**config.mk**
```make
export PLATFORM = sky130hd
export DESIGN_NAME = tlk2711_axi_rd_arb_flat
export DESIGN_NICKNAME = d
export VERILOG_FILES = /design/src/rtl/tlk2711_axi_rd_arb_if.sv /design/src/rtl/tlk2711_axi_rd_arb.sv /design/src/flat_wrapper.sv
export SDC_FILE = /design/constraint.sdc
export NUM_CORES = 1
export LEC_CHECK = 0
export CORE_AREA = 2 2 184 186
export CTS_BUF_LIST = sky130_fd_sc_hd__clkbuf_16
export DETAILED_ROUTE_END_ITERATION = 16
export DIE_AREA = 0 0 186 188
export DONT_BUFFER_PORTS = 1
export HOLD_SLACK_MARGIN = 0.06
export PLACE_DENSITY_LB_ADDON = 0.08
export RECOVER_POWER = 100
export SYNTH_ARGS = -nofsm -noshare
export SYNTH_HDL_FRONTEND = slang
export SYNTH_SLANG_ARGS = --single-unit
export TNS_END_PERCENT = 10
```
**constraint.sdc**
```tcl
create_clock -name clk -period 2.22 [get_ports clk]
set_input_delay 0.444 -clock clk [delete_from_list [all_inputs] [get_ports clk]]
set_output_delay 0.444 -clock clk [all_outputs]
set_load 0.03 [all_outputs]
```
**src/rtl/tlk2711_axi_rd_arb_if.sv**
```systemverilog
`default_nettype none
// ============================================================================
//  Module   : tlk2711_axi_rd_arb_if
//  Purpose  : AXI read-channel bundle (AR + R) shared by the two tlk2711
//             requesters and the PS HP port.
//  Modports : master - drives AR request and R ready (arbiter -> PS HP port)
//             slave  - drives AR ready and R data/resp/last/valid
//                      (arbiter -> tlk2711 requester)
//  Revision : 1.0 - initial release
// ============================================================================
interface tlk2711_axi_rd_arb_if #(
    parameter int ADDR_WIDTH = 48,
    parameter int DATA_WIDTH = 64
);
    // AR channel
    logic                  arvalid;
    logic                  arready;
    logic [3:0]            arid;
    logic [ADDR_WIDTH-1:0] araddr;
    logic [7:0]            arlen;
    logic [2:0]            arsize;
    logic [1:0]            arburst;
    logic [3:0]            arcache;
    logic [2:0]            arprot;

    // R channel
    logic [DATA_WIDTH-1:0] rdata;
    logic [1:0]            rresp;
    logic                  rlast;
    logic                  rvalid;
    logic                  rready;

    modport master (
        output arvalid, arid, araddr, arlen, arsize, arburst, arcache, arprot,
        output rready,
        input  arready,
        input  rdata, rresp, rlast, rvalid
    );

    modport slave (
        input  arvalid, arid, araddr, arlen, arsize, arburst, arcache, arprot,
        input  rready,
        output arready,
        output rdata, rresp, rlast, rvalid
    );
endinterface
`default_nettype wire

```
**src/rtl/tlk2711_axi_rd_arb.sv**
```systemverilog
`default_nettype none
// ============================================================================
//  Module   : tlk2711_axi_rd_arb
//  Purpose  : Two-to-one AXI read arbiter between the tlk2711a (s0) and
//             tlk2711b (s1) requesters and a single PS HP read port (m).
//             Round-robin grant, one burst outstanding, per-port status.
//  Ports    : clk, rst_n       - clock, asynchronous active-low reset
//             s0, s1           - AXI read slave bundles (requesters)
//             m                - AXI read master bundle (PS HP port)
//             i_stat_clr       - synchronous clear of status registers
//             o_grant_cnt0/1   - completed-burst count per port (wrapping)
//             o_rresp_err[1:0] - sticky non-OKAY RRESP flag per port
//             o_len_err[1:0]   - sticky RLAST/ARLEN mismatch flag per port
//             o_busy           - FSM not in IDLE
//  Revision : 1.0 - initial release
// ============================================================================
module tlk2711_axi_rd_arb #(
    parameter int ADDR_WIDTH = 48,
    parameter int DATA_WIDTH = 64
) (
    input  logic                        clk,
    input  logic                        rst_n,
    tlk2711_axi_rd_arb_if.slave         s0,
    tlk2711_axi_rd_arb_if.slave         s1,
    tlk2711_axi_rd_arb_if.master        m,
    input  logic                        i_stat_clr,
    output logic [15:0]                 o_grant_cnt0,
    output logic [15:0]                 o_grant_cnt1,
    output logic [1:0]                  o_rresp_err,
    output logic [1:0]                  o_len_err,
    output logic                        o_busy
);

    typedef enum logic [1:0] {
        ST_IDLE = 2'd0,
        ST_ADDR = 2'd1,
        ST_DATA = 2'd2
    } state_t;

    state_t                r_state;
    logic                  r_grant;
    logic                  r_last_grant;
    logic                  r_arvalid;
    logic [2:0]            r_id;
    logic [ADDR_WIDTH-1:0] r_addr;
    logic [7:0]            r_len;
    logic [2:0]            r_size;
    logic [1:0]            r_burst;
    logic [3:0]            r_cache;
    logic [2:0]            r_prot;
    logic [7:0]            r_beat_cnt;
    logic [15:0]           r_grant_cnt0;
    logic [15:0]           r_grant_cnt1;
    logic [1:0]            r_rresp_err;
    logic [1:0]            r_len_err;

    logic w_idle;
    logic w_win;
    logic w_accept;
    logic w_data;
    logic w_to0;
    logic w_to1;
    logic w_m_rready;
    logic w_beat;
    logic w_unused_id;

    // arready is combinational, so it must also be forced low while rst_n
    // is asserted, not just once the state register has been cleared.
    assign w_idle   = rst_n && (r_state == ST_IDLE);

    // Contention goes to the port opposite the last completed grant; a lone
    // requester always wins.
    assign w_win    = (s0.arvalid && s1.arvalid) ? ~r_last_grant : s1.arvalid;
    assign w_accept = w_idle && (s0.arvalid || s1.arvalid);

    assign s0.arready = w_accept && !w_win;
    assign s1.arready = w_accept &&  w_win;

    // The requester's arid[3] is replaced by the grant bit on the master side.
    assign w_unused_id = s0.arid[3] ^ s1.arid[3];

    // ------------------------------------------------------------------
    // AR master: driven only from latched fields, stable while stalled
    // ------------------------------------------------------------------
    assign m.arvalid = r_arvalid;
    assign m.arid    = {r_grant, r_id};
    assign m.araddr  = r_addr;
    assign m.arlen   = r_len;
    assign m.arsize  = r_size;
    assign m.arburst = r_burst;
    assign m.arcache = r_cache;
    assign m.arprot  = r_prot;

    // ------------------------------------------------------------------
    // R routing: only the granted port sees data, the other reads zero
    // ------------------------------------------------------------------
    assign w_data     = (r_state == ST_DATA);
    assign w_to0      = w_data && !r_grant;
    assign w_to1      = w_data &&  r_grant;
    assign w_m_rready = w_data && (r_grant ? s1.rready : s0.rready);
    assign w_beat     = m.rvalid && w_m_rready;
    assign m.rready   = w_m_rready;

    assign s0.rvalid  = w_to0 && m.rvalid;
    assign s0.rdata   = w_to0 ? m.rdata : '0;
    assign s0.rresp   = w_to0 ? m.rresp : 2'b00;
    assign s0.rlast   = w_to0 && m.rlast;

    assign s1.rvalid  = w_to1 && m.rvalid;
    assign s1.rdata   = w_to1 ? m.rdata : '0;
    assign s1.rresp   = w_to1 ? m.rresp : 2'b00;
    assign s1.rlast   = w_to1 && m.rlast;

    // ------------------------------------------------------------------
    // FSM, request latch, beat counter and status registers
    // ------------------------------------------------------------------
    always_ff @(posedge clk or negedge rst_n) begin
        if (!rst_n) begin
            r_state      <= ST_IDLE;
            r_grant      <= 1'b0;
            r_last_grant <= 1'b1;
            r_arvalid    <= 1'b0;
            r_id         <= '0;
            r_addr       <= '0;
            r_len        <= '0;
            r_size       <= '0;
            r_burst      <= '0;
            r_cache      <= '0;
            r_prot       <= '0;
            r_beat_cnt   <= '0;
            r_grant_cnt0 <= '0;
            r_grant_cnt1 <= '0;
            r_rresp_err  <= '0;
            r_len_err    <= '0;
        end else begin
            // Clear first; any set/increment below overrides it for the
            // affected bit or counter.
            if (i_stat_clr) begin
                r_grant_cnt0 <= '0;
                r_grant_cnt1 <= '0;
                r_rresp_err  <= '0;
                r_len_err    <= '0;
            end

            case (r_state)
                ST_IDLE: begin
                    if (w_accept) begin
                        r_grant   <= w_win;
                        r_id      <= w_win ? s1.arid[2:0] : s0.arid[2:0];
                        r_addr    <= w_win ? s1.araddr    : s0.araddr;
                        r_len     <= w_win ? s1.arlen     : s0.arlen;
                        r_size    <= w_win ? s1.arsize    : s0.arsize;
                        r_burst   <= w_win ? s1.arburst   : s0.arburst;
                        r_cache   <= w_win ? s1.arcache   : s0.arcache;
                        r_prot    <= w_win ? s1.arprot    : s0.arprot;
                        r_arvalid <= 1'b1;
                        r_state   <= ST_ADDR;
                    end
                end

                ST_ADDR: begin
                    if (m.arready) begin
                        r_arvalid  <= 1'b0;
                        r_beat_cnt <= '0;
                        r_state    <= ST_DATA;
                    end
                end

                ST_DATA: begin
                    if (w_beat) begin
                        r_beat_cnt <= r_beat_cnt + 8'd1;
                        if (m.rresp != 2'b00) begin
                            r_rresp_err[r_grant] <= 1'b1;
                        end
                        if (m.rlast) begin
                            // Counter still holds the pre-increment index,
                            // which must equal arlen on the final beat.
                            if (r_beat_cnt != r_len) begin
                                r_len_err[r_grant] <= 1'b1;
                            end
                            if (r_grant) begin
                                r_grant_cnt1 <= r_grant_cnt1 + 16'd1;
                            end else begin
                                r_grant_cnt0 <= r_grant_cnt0 + 16'd1;
                            end
                            r_last_grant <= r_grant;
                            r_state      <= ST_IDLE;
                        end else if (r_beat_cnt == r_len) begin
                            // Slave overran the burst without RLAST; keep
                            // forwarding and wait for RLAST to terminate.
                            r_len_err[r_grant] <= 1'b1;
                        end
                    end
                end

                default: begin
                    r_state <= ST_IDLE;
                end
            endcase
        end
    end

    assign o_grant_cnt0 = r_grant_cnt0;
    assign o_grant_cnt1 = r_grant_cnt1;
    assign o_rresp_err  = r_rresp_err;
    assign o_len_err    = r_len_err;
    assign o_busy       = (r_state != ST_IDLE);

endmodule
`default_nettype wire

```
**src/flat_wrapper.sv**
```systemverilog
// flat-port wrapper written by rule: the top's interface ports become plain ports
module tlk2711_axi_rd_arb_flat 
#(
    parameter int ADDR_WIDTH = 48,
    parameter int DATA_WIDTH = 64
)
  (clk, rst_n, i_stat_clr, o_grant_cnt0, o_grant_cnt1, o_rresp_err, o_len_err, o_busy, s0_arvalid, s0_arid, s0_araddr, s0_arlen, s0_arsize, s0_arburst, s0_arcache, s0_arprot, s0_rready, s0_arready, s0_rdata, s0_rresp, s0_rlast, s0_rvalid, s1_arvalid, s1_arid, s1_araddr, s1_arlen, s1_arsize, s1_arburst, s1_arcache, s1_arprot, s1_rready, s1_arready, s1_rdata, s1_rresp, s1_rlast, s1_rvalid, m_arvalid, m_arid, m_araddr, m_arlen, m_arsize, m_arburst, m_arcache, m_arprot, m_rready, m_arready, m_rdata, m_rresp, m_rlast, m_rvalid);
  tlk2711_axi_rd_arb_if #(.ADDR_WIDTH(ADDR_WIDTH), .DATA_WIDTH(DATA_WIDTH)) s0_i ();
  tlk2711_axi_rd_arb_if #(.ADDR_WIDTH(ADDR_WIDTH), .DATA_WIDTH(DATA_WIDTH)) s1_i ();
  tlk2711_axi_rd_arb_if #(.ADDR_WIDTH(ADDR_WIDTH), .DATA_WIDTH(DATA_WIDTH)) m_i ();
  input  logic clk;
  input  logic rst_n;
  input  logic i_stat_clr;
  output logic [15:0] o_grant_cnt0;
  output logic [15:0] o_grant_cnt1;
  output logic [1:0] o_rresp_err;
  output logic [1:0] o_len_err;
  output logic o_busy;
  input wire logic [$bits(s0_i.arvalid)-1:0] s0_arvalid;
  input wire logic [$bits(s0_i.arid)-1:0] s0_arid;
  input wire logic [$bits(s0_i.araddr)-1:0] s0_araddr;
  input wire logic [$bits(s0_i.arlen)-1:0] s0_arlen;
  input wire logic [$bits(s0_i.arsize)-1:0] s0_arsize;
  input wire logic [$bits(s0_i.arburst)-1:0] s0_arburst;
  input wire logic [$bits(s0_i.arcache)-1:0] s0_arcache;
  input wire logic [$bits(s0_i.arprot)-1:0] s0_arprot;
  input wire logic [$bits(s0_i.rready)-1:0] s0_rready;
  output wire logic [$bits(s0_i.arready)-1:0] s0_arready;
  output wire logic [$bits(s0_i.rdata)-1:0] s0_rdata;
  output wire logic [$bits(s0_i.rresp)-1:0] s0_rresp;
  output wire logic [$bits(s0_i.rlast)-1:0] s0_rlast;
  output wire logic [$bits(s0_i.rvalid)-1:0] s0_rvalid;
  input wire logic [$bits(s1_i.arvalid)-1:0] s1_arvalid;
  input wire logic [$bits(s1_i.arid)-1:0] s1_arid;
  input wire logic [$bits(s1_i.araddr)-1:0] s1_araddr;
  input wire logic [$bits(s1_i.arlen)-1:0] s1_arlen;
  input wire logic [$bits(s1_i.arsize)-1:0] s1_arsize;
  input wire logic [$bits(s1_i.arburst)-1:0] s1_arburst;
  input wire logic [$bits(s1_i.arcache)-1:0] s1_arcache;
  input wire logic [$bits(s1_i.arprot)-1:0] s1_arprot;
  input wire logic [$bits(s1_i.rready)-1:0] s1_rready;
  output wire logic [$bits(s1_i.arready)-1:0] s1_arready;
  output wire logic [$bits(s1_i.rdata)-1:0] s1_rdata;
  output wire logic [$bits(s1_i.rresp)-1:0] s1_rresp;
  output wire logic [$bits(s1_i.rlast)-1:0] s1_rlast;
  output wire logic [$bits(s1_i.rvalid)-1:0] s1_rvalid;
  output wire logic [$bits(m_i.arvalid)-1:0] m_arvalid;
  output wire logic [$bits(m_i.arid)-1:0] m_arid;
  output wire logic [$bits(m_i.araddr)-1:0] m_araddr;
  output wire logic [$bits(m_i.arlen)-1:0] m_arlen;
  output wire logic [$bits(m_i.arsize)-1:0] m_arsize;
  output wire logic [$bits(m_i.arburst)-1:0] m_arburst;
  output wire logic [$bits(m_i.arcache)-1:0] m_arcache;
  output wire logic [$bits(m_i.arprot)-1:0] m_arprot;
  output wire logic [$bits(m_i.rready)-1:0] m_rready;
  input wire logic [$bits(m_i.arready)-1:0] m_arready;
  input wire logic [$bits(m_i.rdata)-1:0] m_rdata;
  input wire logic [$bits(m_i.rresp)-1:0] m_rresp;
  input wire logic [$bits(m_i.rlast)-1:0] m_rlast;
  input wire logic [$bits(m_i.rvalid)-1:0] m_rvalid;
  assign s0_i.arvalid = s0_arvalid;
  assign s0_i.arid = s0_arid;
  assign s0_i.araddr = s0_araddr;
  assign s0_i.arlen = s0_arlen;
  assign s0_i.arsize = s0_arsize;
  assign s0_i.arburst = s0_arburst;
  assign s0_i.arcache = s0_arcache;
  assign s0_i.arprot = s0_arprot;
  assign s0_i.rready = s0_rready;
  assign s0_arready = s0_i.arready;
  assign s0_rdata = s0_i.rdata;
  assign s0_rresp = s0_i.rresp;
  assign s0_rlast = s0_i.rlast;
  assign s0_rvalid = s0_i.rvalid;
  assign s1_i.arvalid = s1_arvalid;
  assign s1_i.arid = s1_arid;
  assign s1_i.araddr = s1_araddr;
  assign s1_i.arlen = s1_arlen;
  assign s1_i.arsize = s1_arsize;
  assign s1_i.arburst = s1_arburst;
  assign s1_i.arcache = s1_arcache;
  assign s1_i.arprot = s1_arprot;
  assign s1_i.rready = s1_rready;
  assign s1_arready = s1_i.arready;
  assign s1_rdata = s1_i.rdata;
  assign s1_rresp = s1_i.rresp;
  assign s1_rlast = s1_i.rlast;
  assign s1_rvalid = s1_i.rvalid;
  assign m_arvalid = m_i.arvalid;
  assign m_arid = m_i.arid;
  assign m_araddr = m_i.araddr;
  assign m_arlen = m_i.arlen;
  assign m_arsize = m_i.arsize;
  assign m_arburst = m_i.arburst;
  assign m_arcache = m_i.arcache;
  assign m_arprot = m_i.arprot;
  assign m_rready = m_i.rready;
  assign m_i.arready = m_arready;
  assign m_i.rdata = m_rdata;
  assign m_i.rresp = m_rresp;
  assign m_i.rlast = m_rlast;
  assign m_i.rvalid = m_rvalid;
  tlk2711_axi_rd_arb #(.ADDR_WIDTH(ADDR_WIDTH), .DATA_WIDTH(DATA_WIDTH)) u_core (.clk(clk), .rst_n(rst_n), .s0(s0_i), .s1(s1_i), .m(m_i), .i_stat_clr(i_stat_clr), .o_grant_cnt0(o_grant_cnt0), .o_grant_cnt1(o_grant_cnt1), .o_rresp_err(o_rresp_err), .o_len_err(o_len_err), .o_busy(o_busy));
endmodule
```
==> results.py <==
metrics = {
    "run_status": {
        "status": "finished with violations",
        "violations": "negative hold slack, negative setup slack",
    },
    "setup_path": {
        "r2r_cells": 6,
        "cp.arrival_ns": 1.83,
        "cp.required_ns": 1.78,
        "slowest_stage": "dfrtp_1",
        "cp_max_fo": 17,
        "critPathCaptureType": "primary output",
        "worst_setup_path_start_kind": "flop",
        "worst_path_largest_cell_delay_ns": 0.41,
        "cp_common_cell": "buf_6",
        "critical_path_class": "flop to primary output",
        "crit_chain": "buf_6 > nor3b_4 > buf_12 > clkbuf_16 > and2_1 > buf_6",
        "r2r_slack_ns": 0,
    },
    "cells_and_area": {
        "fillers": 3365,
        "mostFrequentLayoutCell": "dfrtp_1",
        "fin_area_mm2": 0.01129,
        "drive_above_1_share_pct": 35.54,
        "antenna_cells": 0,
        "mostFrequentLayoutCells": "dfrtp_1 (118), and2_4 (114), nand2_1 (107)",
        "nets": 1162,
        "multi_input_area_mm2": 0.004045,
        "syn_to_final_growth_pct": 60.06,
        "seq_area_mm2": 0.003005,
    },
    "timing": {
        "holdWs_ns": -0.2793,
        "period_share_pct": 102.5,
        "worst_pin_slew_ns": 0.8296,
        "rsz0062_at_grt": "yes",
        "finalClockSkew_ns": 0.01801,
        "period_needed_ns": 2.275,
        "maxSlewHeadroom_pct": 44.69,
        "fmax_mhz": 439.5,
        "timing.final.ws_setup_ns": -0.05538,
        "setup_violations": 65,
        "slew_viol_final": 0,
        "final-hold-violation-count": 119,
    },
    "power_and_ir_drop": {
        "ir_worst_vdd_mv": 0.5546,
        "total_power_mw": 13.18,
        "power_leakage_nw": 4.949,
        "p_per_area_mw_per_mm2": 1167,
    },
    "global_routing": {
        "first_global_vias": 6328,
        "grt_use_total_pct": 16.40,
        "antenna_found_initial": 0,
        "grt_pass1_wl_um": 42560,
        "gr-total-overflow": 0,
        "grt_max_degree": 122,
    },
    "placement": {
        "place_area_mm2": 0.01004,
        "port_buffers": 0,
        "gp_congestion": 0.8216,
        "dpl.hpwl_um": 22870,
    },
    "die": {
        "core_area_mm2": 0.03311,
        "dieArea_mm2": 0.03497,
        "rows": 67,
        "floorplan.initialDensity_pct": 21.30,
        "die_x_um": 186,
        "chipHeight_um": 188,
        "io_pins": 469,
    },
    "cts": {
        "clk_pin_slew_worst_paths_ns": 0.07,
        "cts_made_buffers": 17,
        "cts_tree": "built",
        "cts_buffer_depth": 2,
        "clk_latency_ns": 0.42,
        "cts.sinks": 120,
        "root_buffer": "clkbuf_16",
        "htreeDepth": 4,
    },
    "yosys": {
        "yosys_warnings": 0,
        "synth_flop_cell": "dfrtp_1",
        "synth_cells": 774,
        "yosysSeqAreaShare_pct": 42.60,
        "synth_top_area_share_pct": 42.23,
        "syn-cell-area_mm2": 0.007052,
        "synthTopCellsByArea": "dfrtp_1 (42%), and2_1 (13%), mux2i_1 (11%)",
        "synth_edf_count": 0,
        "syn_avg_cell_area_um2": 9.111,
        "ys_ff_latch": 120,
        "synth_cell_types": 58,
        "synth_top_area_cell": "dfrtp_1",
        "syn_nets": 997,
        "ys_async_sr_fraction_pct": 100.0,
    },
    "drt": {
        "drc": 0,
        "viasPerCell": 4.574,
        "wl_um": 30540,
        "dr.pass1.iters": 4,
        "vias": 6399,
        "dr.first_iter.drc_count": 305,
        "antenna_left": 0,
        "wl_per_cell_um": 21.83,
    },
    "run": {
        "drv_cap": 0,
    },
    "worst_hold_path": {
        "hp-class": "primary input to asynchronous set/reset pin",
    },
}
[sequential cells by signal, summed over array words and instances, names as in the netlist]
name	flops
u_core.m.araddr	48
u_core.r_id	3
u_core.m.arlen	8
u_core.r_state	2
u_core.r_beat_cnt	8
u_core.m.arsize	3
u_core.m.arprot	3
u_core.o_rresp_err	2
u_core.o_grant_cnt0	16
u_core.m.arvalid	1
u_core.m.arcache	4
u_core.m.arburst	2
u_core.o_grant_cnt1	16
u_core.r_grant	1
u_core.r_last_grant	1
u_core.o_len_err	2
[stage by stage]
step / worst slack (ns) / cells / setup TNS (ns) / util [%]
finish: -0.05538 / 1399 / -1.890 / 34.09
global route: -0.1263 / 1399 / -9.443 / 34.09
CTS: -0.07211 / 1392 / -5.812 / 33.45
detailed placement: 0.1209 / 1356 / 0 / 30.31
global placement: 0.1226 / 1356 / 0 / 30.31
floorplan: 0.01794 / 774 / 0 / -
[cells in the mapped netlist, types with 2 or more instances]
cell,instances
nor2_1,13
o2bb2ai_1,2
and3_1,8
a31oi_1,6
xor2_1,10
xnor2_1,3
o221ai_1,4
a21boi_0,2
nand4_1,7
and4b_1,2
nor3_1,2
nor4b_1,3
nor2b_1,2
or3_1,5
a21oi_1,20
nand3_1,28
and2_1,141
o21ai_1,31
or2_1,2
nand3b_1,2
ha_1,3
o21ai_0,63
o31ai_1,4
buf_4,3
clkbuf_1,25
inv_1,12
mux2i_1,77
nor4_1,7
nor3_2,2
mux2_2,2
or4_1,5
and4_1,5
dfrtp_1,119
buf_6,9
a41oi_1,4
nand2_1,106
buf_2,14
[per-layer routing]
metal	vias to the layer above	wire length [um]	global-route usage, %	part of all wire, %
met5	-	0	0	0
met3	17	2472	5.050	8.1
li1	3016	-	-	-
met2	295	15610	28.35	51
met1	3071	12110	19.89	40
met4	0	351	3.483	1.1
[cell type report]
| class | count | share of cell area [%] |
|---|---|---|
| multi-input cells | 590 | 35.84 |
| flip-flops and latches | 120 | 26.63 |
| repair buffers | 198 | 26.43 |
| well taps | 448 | 4.966 |
| clock buffers | 17 | 3.769 |
| clock inverters | 14 | 1.973 |
| inverters | 12 | 0.3991 |
[critical path, delay by kind of cell (launching register included)]
kind	cells	cell delay (ns)
buffers and inverters	4	0.65
DFF	1	0.41
and+or+nand+nor	2	0.36
[path summary, 6_finish.rpt]
kind                                                 start                                end
setup reg to reg                u_core.r_grant$_DFFE_PN0P_  u_core.o_grant_cnt1[15]$_DFF_PN0_
hold reg to reg            u_core.r_last_grant$_DFFE_PN1P_    u_core.r_last_grant$_DFFE_PN1P_
min in group clk                                i_stat_clr  u_core.o_grant_cnt0[11]$_DFF_PN0_
setup / recovery             u_core.r_state[0]$_DFFE_PN0P_                       s0_rdata[31]
hold / removal                                       rst_n   u_core.o_grant_cnt1[6]$_DFF_PN0_
max in group asynchronous                            rst_n    u_core.r_last_grant$_DFFE_PN1P_
[cell families (layout without fill, tap and decap cells)]
group | after synthesis | in the layout | synth area share (%)
simple gates | 347 | 347 | 26.90
compound gates | 146 | 146 | 11.80
flops | 120 | 120 | 42.60
mux | 81 | 81 | 11.78
buf+inv | 64 | 241 | 4.773
xor+xnor | 13 | 13 | 1.615
fa+ha+maj | 3 | 3 | 0.5323
[power by group]
group	leakage, nW	switching (mW)	internal [mW]
combinational	3.09	2.69	2.61
clock	0.310	1.16	2.00
sequential	1.55	1.86	2.85
total	4.95	5.71	7.46
[repair_timing]
action | CTS | global route
pin swaps | 8 | 41
gates cloned | 1 | 5
endpoints found under the setup margin | 139 | 138
setup buffers | 4 | 2
hold endpoints to repair | 120 | 120
gates resized for setup | 108 | 57
No activity file was read; power rests on OpenSTA's default activity.
